File: src/rtl/sumtrig_gen.sv
// sumtrig_gen: masked local channel sum, partner link word, delay line, total sum and trigger.
// Optional SUMTRIG_SAT_EN: saturate the total sum instead of wrapping it.
module sumtrig_gen #(
  parameter int NCH   = 16,
  parameter int DW    = 16,
  parameter int NX    = 3,
  parameter int LW    = 16,
  parameter int SW    = 18,
  parameter int DBITS = 5
) (
  input  logic                 clk,
  input  logic                 rst_n,
  input  logic [NCH*DW-1:0]    data,
  input  logic [NCH-1:0]       chmask,
  input  logic [NX*LW-1:0]     xdata,
  input  logic [NX-1:0]        xcomma,
  output logic [LW-1:0]        sumres,
  output logic                 sumcomma,
  input  logic [DBITS-1:0]     xdelay,
  input  logic signed [SW-1:0] thr_hi,
  input  logic signed [SW-1:0] thr_lo,
  input  logic [15:0]          deadtime,
  input  logic                 veto,
  output logic                 trigout,
  output logic [SW-1:0]        sumtot,
  output logic [31:0]          trgcnt,
  output logic                 ovfl
);

  localparam int LG = $clog2(NCH);
  localparam int TW = DW + LG;
  localparam int CW = (TW > LW ? TW : LW) + 1;
  localparam int EW = (SW > LW ? SW : LW) + 4;
  localparam int DN = 2 ** DBITS;
  localparam logic [LW-1:0] K285 = LW'(8'hBC);
  localparam logic signed [CW-1:0] LMAX =
    {{(CW-LW+1){1'b0}}, {(LW-1){1'b1}}};
  localparam logic signed [CW-1:0] LMIN =
    {{(CW-LW+1){1'b1}}, {(LW-1){1'b0}}};

  typedef enum logic {ARMED, HELD} st_e;

  // Heap-ordered tree: leaves at NCH-1.., root at 0, one register level each
  logic signed [TW-1:0] node_q [2*NCH-1];
  logic signed [CW-1:0] lsum_w;
  logic signed [LW-1:0] lclip_d, lclip_q;
  logic                 lclip_ovf;
  logic [LW-1:0]        sumres_q;
  logic                 sumcomma_q;
  logic signed [LW-1:0] dl_q [DN];
  logic [DBITS-1:0]     wp_q;
  logic signed [LW-1:0] dly_w;
  logic signed [EW-1:0] tot_w;
  logic signed [SW-1:0] tot_d, sumtot_q;
  logic                 sat_w;
  logic                 ovfl_q;
  st_e                  st_q, st_d;
  logic [15:0]          dead_q, dead_d;
  logic [31:0]          cnt_q, cnt_d;
  logic                 trig_q, trig_d;

  always_ff @(posedge clk or negedge rst_n) begin
    if (!rst_n) begin
      for (int i = 0; i < 2*NCH-1; i++) node_q[i] <= '0;
    end else begin
      for (int i = 0; i < NCH-1; i++)
        node_q[i] <= node_q[2*i+1] + node_q[2*i+2];
      for (int i = 0; i < NCH; i++)
        node_q[NCH-1+i] <= chmask[i] ?
          TW'($signed(data[DW*i +: DW])) : '0;
    end
  end

  assign lsum_w = CW'(node_q[0]);

  always_comb begin
    lclip_d   = lsum_w[LW-1:0];
    lclip_ovf = 1'b0;
    if (lsum_w > LMAX) begin
      lclip_d   = LMAX[LW-1:0];
      lclip_ovf = 1'b1;
    end else if (lsum_w < LMIN) begin
      lclip_d   = LMIN[LW-1:0];
      lclip_ovf = 1'b1;
    end
  end

  // Buffer holds the last DN link values; xdelay=0 bypasses it
  assign dly_w = (xdelay == '0) ? lclip_q : dl_q[wp_q - xdelay];

  always_comb begin
    tot_w = EW'(dly_w);
    for (int k = 0; k < NX; k++)
      if (!xcomma[k])
        tot_w = tot_w + EW'($signed(xdata[LW*k +: LW]));
  end

`ifdef SUMTRIG_SAT_EN
  localparam logic signed [EW-1:0] SMAX =
    {{(EW-SW+1){1'b0}}, {(SW-1){1'b1}}};
  localparam logic signed [EW-1:0] SMIN =
    {{(EW-SW+1){1'b1}}, {(SW-1){1'b0}}};

  always_comb begin
    tot_d = tot_w[SW-1:0];
    sat_w = 1'b0;
    if (tot_w > SMAX) begin
      tot_d = SMAX[SW-1:0];
      sat_w = 1'b1;
    end else if (tot_w < SMIN) begin
      tot_d = SMIN[SW-1:0];
      sat_w = 1'b1;
    end
  end
`else
  assign tot_d = tot_w[SW-1:0];
  assign sat_w = 1'b0;
`endif

  always_ff @(posedge clk or negedge rst_n) begin
    if (!rst_n) begin
      lclip_q    <= '0;
      sumres_q   <= K285;
      sumcomma_q <= 1'b1;
      wp_q       <= '0;
      sumtot_q   <= '0;
      ovfl_q     <= 1'b0;
      for (int i = 0; i < DN; i++) dl_q[i] <= '0;
    end else begin
      lclip_q    <= lclip_d;
      sumres_q   <= (lclip_d == '0) ? K285 : lclip_d;
      sumcomma_q <= (lclip_d == '0);
      dl_q[wp_q] <= lclip_q;
      wp_q       <= wp_q + DBITS'(1);
      sumtot_q   <= tot_d;
      ovfl_q     <= ovfl_q | lclip_ovf | sat_w;
    end
  end

  always_comb begin
    st_d   = st_q;
    dead_d = dead_q;
    cnt_d  = cnt_q;
    trig_d = 1'b0;
    unique case (st_q)
      ARMED: begin
        if (sumtot_q > thr_hi) begin
          st_d = HELD;
          if (!veto) begin
            trig_d = 1'b1;
            cnt_d  = cnt_q + 32'd1;
            dead_d = deadtime;
          end
        end
      end
      HELD: begin
        if (dead_q == '0) begin
          if (sumtot_q <= thr_lo) st_d = ARMED;
        end else begin
          dead_d = dead_q - 16'd1;
        end
      end
      default: st_d = ARMED;
    endcase
  end

  always_ff @(posedge clk or negedge rst_n) begin
    if (!rst_n) begin
      st_q   <= ARMED;
      dead_q <= '0;
      cnt_q  <= '0;
      trig_q <= 1'b0;
    end else begin
      st_q   <= st_d;
      dead_q <= dead_d;
      cnt_q  <= cnt_d;
      trig_q <= trig_d;
    end
  end

  assign sumres   = sumres_q;
  assign sumcomma = sumcomma_q;
  assign sumtot   = sumtot_q;
  assign trigout  = trig_q;
  assign trgcnt   = cnt_q;
  assign ovfl     = ovfl_q;

endmodule

File: config.mk
export PLATFORM = sky130hd
export DESIGN_NAME = sumtrig_gen
export DESIGN_NICKNAME = d
export VERILOG_FILES = /design/src/rtl/sumtrig_gen.sv
export SDC_FILE = /design/constraint.sdc
export NUM_CORES = 2
export LEC_CHECK = 0
export ABC_AREA = 0
export ABC_CLOCK_PERIOD_IN_PS = 10800
export CAP_MARGIN = 10
export CORE_MARGIN = 2
export CORE_UTILIZATION = 35
export CTS_CLUSTER_SIZE = 8
export DETAILED_ROUTE_END_ITERATION = 7
export GPL_ROUTABILITY_DRIVEN = 0
export PLACE_DENSITY = 0.58
export SLEW_MARGIN = 25
export SYNTH_ARGS = -nofsm -noshare
export SYNTH_HDL_FRONTEND = slang
export SYNTH_SLANG_ARGS = --single-unit
export TNS_END_PERCENT = 100
File: constraint.sdc
create_clock -name clk -period 10.8 [get_ports clk]
set_input_delay 2.7 -clock clk [delete_from_list [all_inputs] [get_ports clk]]
set_output_delay 2.7 -clock clk [all_outputs]
set_load 0.02 [all_outputs]
==> run metrics <==
class of the tightest hold or removal check reg2reg; worst path required time 11,460 ps; hold violation count in the final report 0; worst relative slew slack 36.7%; Critical Path Source xdelay[1]; total length of routed wires 145,000 microns; Leak 0.0315 uW; Inserted Clock Buffers between 150 and 200; first-pass iteration count of the detailed router 5; number of buffers added for setup after CTS 0; setup repair after global routing missed its margin no; number of register bits inferred by synthesis 1,175; pre-CTS setup slack -98.1 ps; hold buffers post-CTS 0; Worst R2R Start wp_q[0]$_DFF_PN0_; average routed wire per standard cell between 15 and 20 microns; Filler cells between 15,000 and 20,000; worst slew pin tran 950 ps; post-synthesis sequential area ratio around half; CTS tree yes; fraction of the cycle the final worst path needs 93.7%; DRC marker count from the first detailed-route iteration 2,078; area occupied by multi-input gates approximately 28,000 sq um; data arrival time of the worst path 10,790 ps; Clock transition at path regs ~50 ps; Sequential Area between 20,000 and 30,000 sq um; Worst setup EP type register; total power about 18,000 uW; total of endpoints with negative setup slack in the final report 0; least setup slack across all paths after layout 678 ps; hold path startpoint node_q[420]$_DFF_PN0_; clock sink total ~1,200; antenna violation net count after detailed routing 0; count of port buffers added during placement 451; number of warnings issued by yosys 0; run status finished, final reports clean; Die Span Y 413 microns; final instance area between 70,000 and 80,000 sq um; nets@finish 6,135; max cap viols 0; Std-Cell Rows 150; number of antenna violations at the first check in global routing 3; Worst VDD drop around 0.00019 V; Synth-to-Final Area Change 21.3%; detailed-route via count approximately 38,000; antenna cell count 0; die area roughly 170,000 sq um; EDFF count, synth 0; Clock Latency Late Sink 780 ps; total congestion overflow after global routing 0; Synth async-reset ratio 100%; Horiz. Die Dim slightly above 400 microns; count of instances resized after the clock tree is built 0; hold slack around 470 ps; class of the most critical setup path in2reg; post-layout min period 10,120 ps; detailed-route DRC error count 0; vias in the first global route around 40,000; count of H-tree levels built during CTS 4; root buffer cell clkbuf_16; placeable core area about 170,000 sq um; synthesized area per cell between 10 and 15 sq um; Post-synth top flop dfrtp_1; fraction of layout instances using a drive strength above 1 between 10% and 20%; pin count of the biggest net entering global routing 170; cell at the slowest stage of the critical path and2_1; worst-path fanout max 12; f_max 98.8 MHz; PwrDens around 250 nW/um^2; pins over their slew limit 0; half-perimeter wire length after detailed placement slightly above 100,000 microns; global-route wire length before repair 228,000 microns; Post-Synthesis Cell Area ~58,000 sq um; initial core utilization about a third; top-level port count approximately 450; delay of the slowest cell on the worst path roughly 750 ps; clock tree buffer depth 3; instance area at placement about 66,000 sq um; Worst Skew ~27 ps; via/cell ratio between 5 and 6; net count after synthesis 5,553; count of cell types in the netlist approximately 80; Critical Path Start Type input pin; overall global routing resource usage 17.1%; Post-Syn Instances 4,791
## registers in the layout (all words and copies together), names as in the netlist
name and count:
dead_q 16, dl_q 512, lclip_q 16, lsum_w 20, node_q 536, ovfl 1, st_q 1, sumcomma 1
sumres 16, sumtot 18, trgcnt 32, trigout 1, wp_q 5
## cells in the final DEF (no fill, tap or decap), drive strengths merged, types with 18 or more instances in the layout
cell              n
nand3            81
nor2            236
nand2           227
fa               19
and2            284
nor2b            60
a21boi           20
and3             49
mux2            527
nand2b           37
a2111oi          20
a211oi           22
clkbuf          193
xor2             87
clkdlybuf4s50   450
xnor2           190
a21oi           179
ha              360
a31oi            24
o21a             65
nand4            23
o21ai           179
dfrtp          1169
a211o            18
or3              21
buf             139
mux4            149
nor3             84
inv             197
a21o             89
## report_power, final
| part | internal [uW] | switching [uW] | total (uW) |
|---|---|---|---|
| Combinational | 3320 | 3150 | 6470 |
| Sequential | 5880 | 778 | 6660 |
| Clock | 2840 | 1910 | 4750 |
| Total | 12000 | 5840 | 17900 |
## worst max-delay path, delay by kind of cell
kind	cells	cell delay [ps]
buffers and inverters	5	1000
and+or+nand+nor	10	2070
AOI/OAI and AO/OA	13	2610
xor gates and xnor gates	2	250
adders and majority gates	4	1070
muxes	3	1100
## metrics by stage
step / utilization, % / TNS, ps / std cells
floorplan: - / 0 / 4791
global placement: 39.8 / 0 / 7404
detailed placement: 39.8 / -277 / 7407
CTS: 42.6 / 0 / 7617
global route: 42.6 / 0 / 7618
finish: 42.6 / 0 / 7618
## per-layer routing
| layer | up-vias | GRT usage [%] | wire length (microns) |
|---|---|---|---|
| met3 | 245 | 3.51 | 6840 |
| li1 | 18200 | - | - |
| met5 | - | 0 | 34 |
| met4 | 6 | 5.08 | 3830 |
| met1 | 19000 | 22.3 | 64700 |
| met2 | 815 | 28.6 | 69200 |
## synthesized netlist by cell type (83+ instances only)
| library cell | instances | area share, % |
|---|---|---|
| dfrtp_1 | 1169 | 50 |
| o21ai_0 | 154 | 1.3 |
| xnor2_1 | 189 | 2.8 |
| inv_1 | 189 | 1.2 |
| clkbuf_1 | 142 | 0.91 |
| mux2_2 | 526 | 10 |
| a21oi_1 | 179 | 1.5 |
| nor3_1 | 83 | 0.71 |
| and2_1 | 281 | 3.0 |
| a21o_1 | 89 | 1.1 |
| xor2_1 | 87 | 1.3 |
| mux4_2 | 144 | 5.5 |
| nor2_1 | 235 | 1.5 |
| nand2_1 | 227 | 1.5 |
| ha_1 | 360 | 7.7 |
## path summary, 6_finish.rpt
path                       slack, ps  cells past startpoint                     to
max in group asynchronous       6570                      3  dl_q[252]$_DFFE_PN0P_
hold / removal                   470                      1  node_q[520]$_DFF_PN0_
setup / recovery                 680                     37   sumtot[12]$_DFF_PN0_
hold reg to reg                  470                      1  node_q[520]$_DFF_PN0_
setup reg to reg                2590                     38   sumtot[12]$_DFF_PN0_
min in group asynchronous       1930                      1      wp_q[3]$_DFF_PN0_
## kinds of logic (layout without fill, tap and decap cells)
group	count (synthesis)	after routing	synth area share, %
DFF	1175	1175	50.3
and+or+nand+nor	1144	1144	9.97
AOI/OAI and AO/OA	756	756	8.49
muxes	693	693	16.2
adders and majority gates	379	379	8.35
buffers and inverters	367	990	2.48
xor gates and xnor gates	277	277	4.16
## final cells by class
class | count | area share (%)
flip-flops and latches | 1175 | 41.5
multi-input cells | 3249 | 39.0
repair buffers | 589 | 8.06
clock buffers | 193 | 6.12
well taps | 2204 | 3.89
inverters | 191 | 1.01
clock inverters | 17 | 0.392
No activity file was read; power rests on OpenSTA's default activity.
